`config.mk`:
```
export PLATFORM = sky130hd
export DESIGN_NAME = div_serial
export DESIGN_NICKNAME = d
export VERILOG_FILES = /design/src/rtl/div_serial_pkg.sv /design/src/rtl/div_serial_iter.sv /design/src/rtl/div_serial.sv
export SDC_FILE = /design/constraint.sdc
export NUM_CORES = 1
export LEC_CHECK = 0
export CORE_AREA = 2 2 128 155
export DETAILED_ROUTE_END_ITERATION = 16
export DIE_AREA = 0 0 130 157
export PLACE_DENSITY = 0.84
export SLEW_MARGIN = 0
export SYNTH_ARGS = -nofsm -noshare
export SYNTH_HDL_FRONTEND = slang
export SYNTH_SLANG_ARGS = --single-unit
```
`constraint.sdc`:
```
create_clock -name clk -period 4.69 [get_ports clk]
set_input_delay 0.7035 -clock clk [delete_from_list [all_inputs] [get_ports clk]]
set_output_delay 0.7035 -clock clk [all_outputs]
set_load 0.01 [all_outputs]
```
`src/rtl/div_serial_pkg.sv`:
```
// Shared encodings for the serial divider: FSM states and handshake levels.
package div_serial_pkg;

  typedef enum logic [1:0] {
    DivFree   = 2'b00,
    DivByZero = 2'b01,
    DivOn     = 2'b10,
    DivEnd    = 2'b11
  } div_state_e;

  localparam logic DivResReady    = 1'b1;
  localparam logic DivResNotReady = 1'b0;
  localparam logic DivStart       = 1'b1;
  localparam logic DivStop        = 1'b0;

endpackage

```
`src/rtl/div_serial_iter.sv`:
```
// One restoring-division step: shift {rem,quot} left, subtract the divisor from
// the partial remainder and keep the difference when it does not go negative.
module div_serial_iter #(
  parameter int unsigned WIDTH = 32
) (
  input  logic [2*WIDTH:0] dividend_i,
  input  logic [WIDTH-1:0] divisor_i,
  output logic [2*WIDTH:0] dividend_o
);

  logic [2*WIDTH:0] shifted;
  logic [WIDTH:0]   trial;

  // Partial remainder is always < divisor, so after the shift it fits WIDTH+1 bits.
  always_comb begin
    shifted = dividend_i << 1;
    trial   = shifted[2*WIDTH:WIDTH] - {1'b0, divisor_i};
    if (!trial[WIDTH]) begin
      dividend_o = {trial, shifted[WIDTH-1:1], 1'b1};
    end else begin
      dividend_o = shifted;
    end
  end

endmodule

```
`src/rtl/div_serial.sv`:
```
// Multi-cycle radix-2 restoring divider answering the EX-stage divide handshake.
// Returns {remainder, quotient}; signed mode divides magnitudes and fixes signs
// at the end. Optional macro DIV_ZERO_FLAG_EN adds the divzero_o status port.
module div_serial
  import div_serial_pkg::*;
#(
  parameter int unsigned WIDTH = 32,
  parameter int unsigned CNT_W = 6
) (
  input  logic               clk,
  input  logic               rst,
  input  logic               signed_div_i,
  input  logic [WIDTH-1:0]   op1_i,
  input  logic [WIDTH-1:0]   op2_i,
  input  logic               start_i,
  input  logic               annul_i,
  output logic [2*WIDTH-1:0] result_o,
  output logic               ready_o
`ifdef DIV_ZERO_FLAG_EN
  ,
  output logic               divzero_o
`endif
);

  div_state_e         state_q, state_d;
  logic [CNT_W-1:0]   cnt_q, cnt_d;
  logic [2*WIDTH:0]   dividend_q, dividend_d;
  logic [WIDTH-1:0]   divisor_q, divisor_d;
  logic               s1_q, s1_d;
  logic               s2_q, s2_d;
  logic               signed_q, signed_d;
  logic [2*WIDTH-1:0] result_q, result_d;
  logic               ready_q, ready_d;
  logic               divzero_q, divzero_d;

  logic [WIDTH-1:0]   op1_abs, op2_abs;
  logic [2*WIDTH:0]   step_next;
  logic [WIDTH-1:0]   quot_raw, rem_raw, quot_fin, rem_fin;

  div_serial_iter #(
    .WIDTH (WIDTH)
  ) u_iter (
    .dividend_i (dividend_q),
    .divisor_i  (divisor_q),
    .dividend_o (step_next)
  );

  // Operand magnitudes and final sign correction of the quotient/remainder.
  always_comb begin
    op1_abs  = (signed_div_i && op1_i[WIDTH-1]) ? (~op1_i + 1'b1) : op1_i;
    op2_abs  = (signed_div_i && op2_i[WIDTH-1]) ? (~op2_i + 1'b1) : op2_i;
    quot_raw = dividend_q[WIDTH-1:0];
    rem_raw  = dividend_q[2*WIDTH-1:WIDTH];
    quot_fin = (signed_q && (s1_q ^ s2_q)) ? (~quot_raw + 1'b1) : quot_raw;
    rem_fin  = (signed_q && s1_q) ? (~rem_raw + 1'b1) : rem_raw;
  end

  // Next-state and registered-output logic of the divide FSM.
  always_comb begin
    state_d    = state_q;
    cnt_d      = cnt_q;
    dividend_d = dividend_q;
    divisor_d  = divisor_q;
    s1_d       = s1_q;
    s2_d       = s2_q;
    signed_d   = signed_q;
    result_d   = result_q;
    ready_d    = ready_q;
    divzero_d  = divzero_q;
    unique case (state_q)
      DivFree: begin
        if (start_i == DivStart && !annul_i) begin
          if (op2_i == '0) begin
            state_d = DivByZero;
          end else begin
            divisor_d  = op2_abs;
            s1_d       = op1_i[WIDTH-1];
            s2_d       = op2_i[WIDTH-1];
            signed_d   = signed_div_i;
            dividend_d = {{(WIDTH + 1){1'b0}}, op1_abs};
            cnt_d      = '0;
            state_d    = DivOn;
          end
        end
      end
      DivByZero: begin
        result_d  = '0;
        ready_d   = DivResReady;
        divzero_d = 1'b1;
        state_d   = DivEnd;
      end
      DivOn: begin
        if (annul_i) begin
          cnt_d   = '0;
          ready_d = DivResNotReady;
          state_d = DivFree;
        end else if (cnt_q != CNT_W'(WIDTH)) begin
          dividend_d = step_next;
          cnt_d      = cnt_q + 1'b1;
        end else begin
          result_d = {rem_fin, quot_fin};
          ready_d  = DivResReady;
          state_d  = DivEnd;
        end
      end
      DivEnd: begin
        // Result is held for EX until it withdraws the request.
        if (start_i == DivStop) begin
          result_d  = '0;
          ready_d   = DivResNotReady;
          divzero_d = 1'b0;
          state_d   = DivFree;
        end
      end
      default: state_d = DivFree;
    endcase
  end

  // State and output registers with synchronous active-low reset.
  always_ff @(posedge clk) begin
    if (!rst) begin
      state_q    <= DivFree;
      cnt_q      <= '0;
      dividend_q <= '0;
      divisor_q  <= '0;
      s1_q       <= 1'b0;
      s2_q       <= 1'b0;
      signed_q   <= 1'b0;
      result_q   <= '0;
      ready_q    <= DivResNotReady;
      divzero_q  <= 1'b0;
    end else begin
      state_q    <= state_d;
      cnt_q      <= cnt_d;
      dividend_q <= dividend_d;
      divisor_q  <= divisor_d;
      s1_q       <= s1_d;
      s2_q       <= s2_d;
      signed_q   <= signed_d;
      result_q   <= result_d;
      ready_q    <= ready_d;
      divzero_q  <= divzero_d;
    end
  end

  assign result_o = result_q;
  assign ready_o  = ready_q;
`ifdef DIV_ZERO_FLAG_EN
  assign divzero_o = divzero_q;
`else
  logic unused_divzero;
  assign unused_divzero = divzero_q;
`endif

endmodule

```
==> results of run 1 <==
-- kinds of logic (layout without fill, tap and decap cells) --
group / after synthesis / in the layout
simple gates: 466 / 466
xor+xnor: 145 / 145
fa+ha+maj: 39 / 39
compound gates: 426 / 426
buf+inv: 139 / 232
flops: 172 / 172
mux: 24 / 24
-- flip-flops by register name (all words and copies together) (netlist names) --
register,flops
cnt_q,6
s2_q,1
state_q,2
divisor_q,32
dividend_q,64
result_o,64
ready_o,1
s1_q,1
signed_q,1
-- routing by layer --
layer	vias up	routed length, um	GRT usage, %
li1	5213	-	-
met1	5063	12700	37.9
met2	428	15200	52.5
met3	73	1790	4.01
met4	0	1030	12.5
met5	-	0	0
-- per-stage QoR --
stage	setup slack, ns	hold slack (ns)	utilization [%]	cell area, um^2
finish	1.21	0.453	70.4	13200
global placement	0.931	0.440	67.2	12600
CTS	1.28	0.455	70.4	13200
detailed placement	0.857	0.445	67.2	12600
floorplan	1.88	0.472	-	11200
global route	1.04	0.493	70.4	13200
-- area by class of cell --
cell class | count | area, um^2 | area share [%]
Clock buffer | 17 | 425 | 3.22
Multi-Input combinational cell | 1100 | 7240 | 54.8
Timing Repair Buffer | 145 | 1420 | 10.7
Sequential cell | 172 | 3440 | 26.0
Inverter | 55 | 206 | 1.56
Clock inverter | 15 | 165 | 1.25
Tap cell | 256 | 320 | 2.42
-- Yosys cell counts, drive strengths merged, types with 3 or more instances --
master / instances
dfxtp: 172
nand2: 168
o21ai: 116
a21oi: 90
xnor2: 83
nor2: 74
clkbuf: 69
xor2: 62
nor2b: 59
inv: 55
a22oi: 40
nor3: 40
ha: 38
o211a: 36
nand3: 28
o211ai: 28
mux2i: 24
o31ai: 22
nor4: 19
and2: 17
a21boi: 16
or3: 16
buf: 15
or4: 13
o21a: 11
a21o: 10
a31oi: 10
nand2b: 8
o41ai: 8
a211oi: 6
a32oi: 6
or2: 6
and3: 5
nand4: 5
o21bai: 5
a22o: 3
a32o: 3
-- where the power goes --
| part | leakage, nW | internal (mW) | switching (mW) |
|---|---|---|---|
| clock | 0.288 | 0.718 | 0.681 |
| sequential | 1.40 | 1.50 | 0.0572 |
| combinational | 3.55 | 0.278 | 0.358 |
-- final timing paths --
kind,startpoint,end,cells past startpoint
max reg2reg,dividend_q[36],dividend_q[48],10
min,result_o[61],result_o[61],2
max,dividend_q[36],dividend_q[48],10
min reg2reg,result_o[61],result_o[61],2
-- worst min-delay path: cells and delay by family, from the launching register on --
| family | cells | cell delay [ns] |
|---|---|---|
| DFF | 1 | 0.32 |
| AOI/OAI and AO/OA | 1 | 0.05 |
| and+or+nand+nor | 1 | 0.05 |
==> impl_metrics.ini, run 1 <==
[status]
outcome = complete, no violations

[placement]
io_buffers = 133
place_congestion = 0.974
dpl.hpwl_um = 23100
dp.cells = 1728

[critical_path]
critical-path-max-stage-delay_ns = 0.54
slowest_stage = or2_1
cp_data_arrival_time_ns = 3.80
cp-start-kind = register
path_class = reg -> reg
critPathRequiredTime_ns = 5.02
crit_path_max_fanout = 15
critPathCaptureType = register
timing.critical_path.cells = ha_1, a21o_1, a211o_1, o21a_1, o21ai_2, nand3_2, a211oi_4, or2_1, o21ai_0, a22o_1
ff2ff_setup_slack_ns = 1.21
cp_top_family = compound AO/OA/AOI/OAI gates
critPathBufInv = 0

[logic_synthesis]
synth_top_flop_cell = dfxtp_1
synth_nets = 1519
syn_area_um2 = 11200
synth-edff-count = 0
netlist.area_leader.share_pct = 30.7
synth.avg_cell_area_um2 = 7.94
synth_compound_area_share_pct = 25.6
yosysWarningCount = 0
synthSimpleGateAreaFrac_pct = 20.9
synth.area.mux_share_pct = 2.14
synth_top_family_by_area = compound AO/OA/AOI/OAI gates
synth.largest_area_cell = dfxtp_1
ys_seq_area_share_pct = 30.7
async_flop_share_pct = 0
synth_fa_ha_area_share_pct = 4.42
ys_types = 74
syn_inst = 1411
yosys-top-cells-area = dfxtp_1 31%, xnor2_1 6.5%, nand2_1 5.6%
synth_xor_area_share_pct = 11.3
synth-seq-cells = 172

[global_routing]
antenna_found_initial = 0
grt_pass1_wl_um = 49700
grt_overflow = 0
grt_max_degree = 58
grt_usage_pct = 30.4
grt_pass1_vias = 9919

[clock_tree]
cts_max_path_buffers = 2
cts_buffers = 17
cts-root-buf = clkbuf_16
htreeDepth = 4
holdBufCountCts = 0
cts_tree = done
clk_latency_ns = 0.44
cts.sinks = 172
ctsResizeCount = 0
clk_pin_slew_ns = 0.07
postCtsSetupRepairBufs = 0

[pwr]
ir_drop_mv = 0.278
power_density_nw_per_um2 = 272
p_leak_nw = 5.24
finalPower_mw = 3.60

[floorplan]
rows = 55
die_w_um = 130
fp.dieH_um = 157
pin_count = 134
core_region_area_um2 = 18800
die-area_um2 = 20400
start_util_pct = 59.6

[job]
drv_cap = 0

[drt]
ant_nets = 0
wire_per_inst_um = 17.4
drt_iter0_markers = 968
via_per_inst = 6.12
postRouteWirelength_um = 30700
first_pass_iters = 6
num_vias = 10800
route.detailed.drc = 0

[timing]
clock_skew_ns = 0.0109
max_slew.worst_pin.slew_ns = 1.07
final-max-slew-violation-count = 0
period_share_pct = 74.1
setup_violations = 0
setup_tns_ns = 0
min_period_ns = 3.48
hold_violations = 0
slew_headroom_pct = 28.5
rsz0062_at_grt = no
timing.fmax_mhz = 288

[layout]
area_delta_synth_final_pct = 18.0
nets = 1599
final_common_cell = dfxtp_1
drive_above_1_share_pct = 5.25
final_cell_count_no_fill = 1760
antenna_cells = 0
nFillCells = 1516
layout_common_cells = 172 x dfxtp_1, 167 x nand2_1, 132 x clkdlybuf4s50_1, 111 x o21ai_0, 88 x a21oi_1

[hold_path]
hold_class = reg -> reg
Power figures use the tool's default switching activity.
==> inputs of run 2 (changes only) <==
--- a/config.mk
+++ b/config.mk
@@ -5,10 +5,10 @@
 export SDC_FILE = /design/constraint.sdc
 export NUM_CORES = 1
 export LEC_CHECK = 0
-export CORE_AREA = 2 2 128 155
+export CORE_AREA = 2 2 137 166
 export DETAILED_ROUTE_END_ITERATION = 16
-export DIE_AREA = 0 0 130 157
-export PLACE_DENSITY = 0.84
+export DIE_AREA = 0 0 139 168
+export PLACE_DENSITY = 0.78
 export SLEW_MARGIN = 0
 export SYNTH_ARGS = -nofsm -noshare
 export SYNTH_HDL_FRONTEND = slang
==> constraint.sdc (replaced) <==
create_clock -name clk -period 3 [get_ports clk]
set_input_delay 0.45 -clock clk [delete_from_list [all_inputs] [get_ports clk]]
set_output_delay 0.45 -clock clk [all_outputs]
set_load 0.01 [all_outputs]
==> impl_metrics.ini, run 2 (same netlist as run 1, synthesis figures left out) <==
[critical_path]
path_class = reg -> reg
cp.depth = 13
timing.critical_path.cells = inv_1, ha_1, a21o_1, a211o_1, o21a_1, o21ai_2, nand2_1, o221a_2, buf_4, nor2_4, clkbuf_16, mux2i_1, o21ai_0
cp-start-kind = register
critPathCaptureType = register
cp_top_family = compound AO/OA/AOI/OAI gates
slowest_stage = dfxtp_2
critical-path-max-stage-delay_ns = 0.33
ff2ff_setup_slack_ns = 0.04
reg2reg_to = dividend_q[42]
critPathCapture = dividend_q[42]
r2r_cells = 13
crit_path_max_fanout = 8
critPathRequiredTime_ns = 3.30
cp_data_arrival_time_ns = 3.26
critPathBufInv = 3
r2r-start = divisor_q[5]
critPathLaunch = divisor_q[5]

[timing]
timing.fmax_mhz = 337
max_slew.worst_pin.slew_ns = 0.878
hold_violations = 0
holdWs_ns = 0.453
clock_skew_ns = 0.00898
setup_violations = 0
min_period_ns = 2.96
slew_headroom_pct = 41.5
period_share_pct = 98.8
final-max-slew-violation-count = 0
setup_ws_ns = 0.0365

[drt]
postRouteWirelength_um = 33500
first_pass_iters = 6
drt_iter0_markers = 844
route.detailed.drc = 0
via_per_inst = 5.89
num_vias = 11300
wire_per_inst_um = 17.5
ant_nets = 0

[pwr]
finalPower_mw = 5.79
ir_drop_mv = 0.436
p_leak_nw = 5.94
power_density_nw_per_um2 = 402

[clock_tree]
cts.sinks = 172
cts_max_path_buffers = 2
cts-root-buf = clkbuf_16
clk_pin_slew_ns = 0.07
htreeDepth = 4
cts_buffers = 17
clk_latency_ns = 0.43
cts_tree = done

[status]
outcome = complete, no violations

[layout]
nets = 1731
area_delta_synth_final_pct = 28.6
drive_above_1_share_pct = 13.8
final_common_cell = dfxtp_1
layout_common_cells = 171 x dfxtp_1, 167 x nand2_1, 136 x buf_4, 132 x clkdlybuf4s50_1, 105 x o21ai_0
fin_area_um2 = 14400
final_util_pct = 65.8
antenna_cells = 0

[hold_path]
hold_class = reg -> reg

[placement]
pre_cts_ws_ns = -0.146
io_buffers = 133
placed_cell_area_um2 = 13700
dpl.hpwl_um = 25300
place_congestion = 0.948

[floorplan]
die-area_um2 = 23400
die_w_um = 139
pin_count = 134
fp.dieH_um = 168
core_region_area_um2 = 21900
start_util_pct = 51.1
rows = 60

[global_routing]
grt_overflow = 0
grt_max_degree = 59
grt_pass1_vias = 10700
grt_usage_pct = 27.7
grt_pass1_wl_um = 53300
antenna_found_initial = 0

[job]
drv_cap = 0
run 2: cell types whose count changed in the layout (fill, tap and decap cells not counted), moves of 3 or more:
cell / delta
buf_12: +6
buf_4: +124
clkinv_4: +3
clkinv_8: -3
inv_8: -4
o21ai_0: -6
o21ai_1: +6
run 2: area by class of cell:
type	count	area, um^2
fillers	1860	7510
repair buffers	277	2520
clock inverters	13	131
clock buffers	19	453
well taps	279	349
multi-input cells	1100	7310
flip-flops and latches	172	3440
inverters	55	206
run 2: what timing repair did:
action	in CTS	in global routing
hold buffers	0	0
endpoints found under the setup margin	1	35
setup buffers	0	5
pin swaps	0	9
gates resized for setup	1	24
cloned	0	2
run 2: how the worst min path moves through the flow:
stage	from	end	slack (ns)	cells after the start
detailed placement	result_o[55]	result_o[55]	0.45	2
global placement	result_o[61]	result_o[61]	0.44	2
finish	result_o[61]	result_o[61]	0.45	2
floorplan	result_o[61]	result_o[61]	0.47	2
CTS	result_o[61]	result_o[61]	0.46	2
global route	result_o[27]	result_o[27]	0.49	2
run 2: worst reg2reg max path, stage by stage, from the launching register on:
cell and delay (ns):
dfxtp_2 0.33, inv_1 0.05, ha_1 0.28, a21o_1 0.19, a211o_1 0.25, o21a_1 0.22
o21ai_2 0.20, nand2_1 0.09, o221a_2 0.27, buf_4 0.17, nor2_4 0.23, clkbuf_16 0.23
mux2i_1 0.21, o21ai_0 0.11
run 2: where the power goes:
| group | total, mW | leakage [nW] | internal [mW] | switching [mW] |
|---|---|---|---|---|
| clock network | 2.21 | 0.283 | 1.21 | 0.998 |
| registers | 2.43 | 1.40 | 2.35 | 0.0810 |
| logic | 1.15 | 4.26 | 0.543 | 0.610 |
run 2: metrics by stage:
step,TNS [ns],std cells
after global placement,-0.199,1876
after global routing,-0.291,1915
after detailed placement,-0.862,1876
after floorplan,0,1411
after CTS,0,1908
final,0,1915
run 2: routing by layer:
| layer | share of wire [%] | routed length [um] | up-vias | track usage, % |
|---|---|---|---|---|
| met4 | 2.6 | 855 | 0 | 9.00 |
| met5 | 0 | 0 | - | 0 |
| met2 | 49 | 16500 | 404 | 49.4 |
| li1 | - | - | 5462 | - |
| met1 | 42 | 14000 | 5348 | 34.1 |
| met3 | 6.2 | 2090 | 64 | 4.49 |
==> inputs of run 3 (changes only) <==
==> constraint.sdc (replaced) <==
create_clock -name clk -period 2.7 [get_ports clk]
set_input_delay 0.405 -clock clk [delete_from_list [all_inputs] [get_ports clk]]
set_output_delay 0.405 -clock clk [all_outputs]
set_load 0.01 [all_outputs]
==> impl_metrics.ini, run 3 (same netlist as run 1, synthesis figures left out) <==
[clock_tree]
cts_buffers = 17
cts_tree = done
cts_max_path_buffers = 2
cts-root-buf = clkbuf_16
htreeDepth = 4
cts.sinks = 172
clk_pin_slew_ns = 0.07
clk_latency_ns = 0.44

[drt]
wire_per_inst_um = 17.7
postRouteWirelength_um = 36000
via_per_inst = 5.88
first_pass_iters = 6
num_vias = 11900
route.detailed.drc = 0
drt_iter0_markers = 972
ant_nets = 0

[floorplan]
fp.dieH_um = 168
die-area_um2 = 23400
pin_count = 134
die_w_um = 139
rows = 60
core_region_area_um2 = 21900
start_util_pct = 51.1

[placement]
dp.cells = 1979
io_buffers = 133
dpl.hpwl_um = 26400
place_congestion = 0.970
pre_cts_ws_ns = -0.361

[timing]
max_slew.worst_pin.slew_ns = 0.735
setup_ws_ns = -0.0409
setup_violations = 11
hold_violations = 0
final-max-slew-violation-count = 0
rsz0062_at_grt = yes
period_share_pct = 102
clock_skew_ns = 0.00813
holdWs_ns = 0.443
min_period_ns = 2.74
slew_headroom_pct = 51.0
timing.fmax_mhz = 365

[critical_path]
path_class = reg -> reg
critPathCaptureType = register
ff2ff_setup_slack_ns = -0.04
critical-path-max-stage-delay_ns = 0.39
cp_data_arrival_time_ns = 3.08
crit_path_max_fanout = 7
cp-start-kind = register
timing.critical_path.cells = inv_1, ha_1, nor3_1, o21ai_1, o2111ai_1, and2_4, o21ai_0, o221a_4, buf_6, nor2_4, buf_6, nand2_1, a32o_1
critPathRequiredTime_ns = 3.03
crit_top_cell = buf_6
slowest_stage = dfxtp_1

[status]
violations = negative setup slack
outcome = finished with violations

[global_routing]
grt_usage_pct = 29.7
antenna_found_initial = 0
grt_pass1_wl_um = 57100
grt_overflow = 0
grt_max_degree = 58
grt_pass1_vias = 11400

[pwr]
power_density_nw_per_um2 = 418
p_leak_nw = 6.56
ir_drop_mv = 0.450

[layout]
antenna_cells = 0
area_delta_synth_final_pct = 38.8
final_cell_count_no_fill = 2028
drive_above_1_share_pct = 22.2
final_util_pct = 70.9
final_common_cell = buf_4
nets = 1844
layout_common_cells = 247 x buf_4, 164 x nand2_1, 164 x dfxtp_1, 132 x clkdlybuf4s50_1, 83 x xnor2_1

[hold_path]
hold_class = in -> reg

[job]
drv_cap = 0
[run 3: cell count changes in the layout (fill, tap and decap cells not counted), moves of 4 or more]
cell and change:
o21ai_1 +24, ha_4 +8, inv_2 +5, a21oi_1 -5, dfxtp_2 +7, nor3_2 +5
nor3_1 -6, buf_4 +111, dfxtp_1 -7, o21ai_0 -26, ha_1 -10, a21oi_2 +4
inv_1 -5
[run 3: where the power goes]
| group | switching [mW] | leakage [nW] | total [mW] | internal, mW |
|---|---|---|---|---|
| registers | 0.0857 | 1.40 | 2.70 | 2.61 |
| logic | 0.765 | 4.91 | 1.51 | 0.741 |
| clock network | 1.08 | 0.255 | 2.29 | 1.21 |
[run 3: layer usage]
layer | track usage [%] | wire (um)
met2 | 52.8 | 17700
met4 | 12.2 | 1450
met5 | 0 | 0
met1 | 35.8 | 14700
met3 | 4.47 | 2140
[run 3: worst paths after layout]
| check | startpoint | endpoint | depth (start not counted) |
|---|---|---|---|
| min reg2reg | result_o[60] | result_o[60] | 2 |
| min | rst | ready_o | 2 |
| max | divisor_q[19] | dividend_q[33] | 13 |
| max reg2reg | divisor_q[19] | dividend_q[33] | 13 |
[run 3: worst max-delay path: cells and delay by family (launching register included)]
family,cells,cell delay (ns)
compound gates,5,0.89
buf+inv,3,0.39
flops,1,0.39
simple gates,4,0.73
fa+ha+maj,1,0.22
[run 3: timing repair]
| action | 4_1_cts | 5_1_grt |
|---|---|---|
| pin swaps | 18 | 25 |
| cloned | 1 | 0 |
| buffers inserted | 9 | 7 |
| endpoints found under the hold margin | 0 | 0 |
| hold buffers | 0 | 0 |
| gates resized for setup | 52 | 70 |
| endpoints found under the setup margin | 38 | 52 |
[run 3: area by class of cell]
class                           count  area [um^2]
Clock buffer                       21          450
Clock inverter                     11         85.1
Fill cell                        1674         6370
Inverter                           55          206
Multi-Input combinational cell   1100         7640
Sequential cell                   172         3450
Tap cell                          279          349
Timing Repair Buffer              390         3370
[run 3: through the flow]
| stage | power [mW] | instance area, um^2 | TNS, ns |
|---|---|---|---|
| final | 6.50 | 15600 | -0.195 |
| after detailed placement | 4.10 | 14500 | -14.07 |
| after global routing | 6.75 | 15600 | -2.36 |
| after floorplan | 3.50 | 11200 | 0 |
| after CTS | 6.42 | 15300 | 0 |
| after global placement | 4.07 | 14500 | -14.48 |
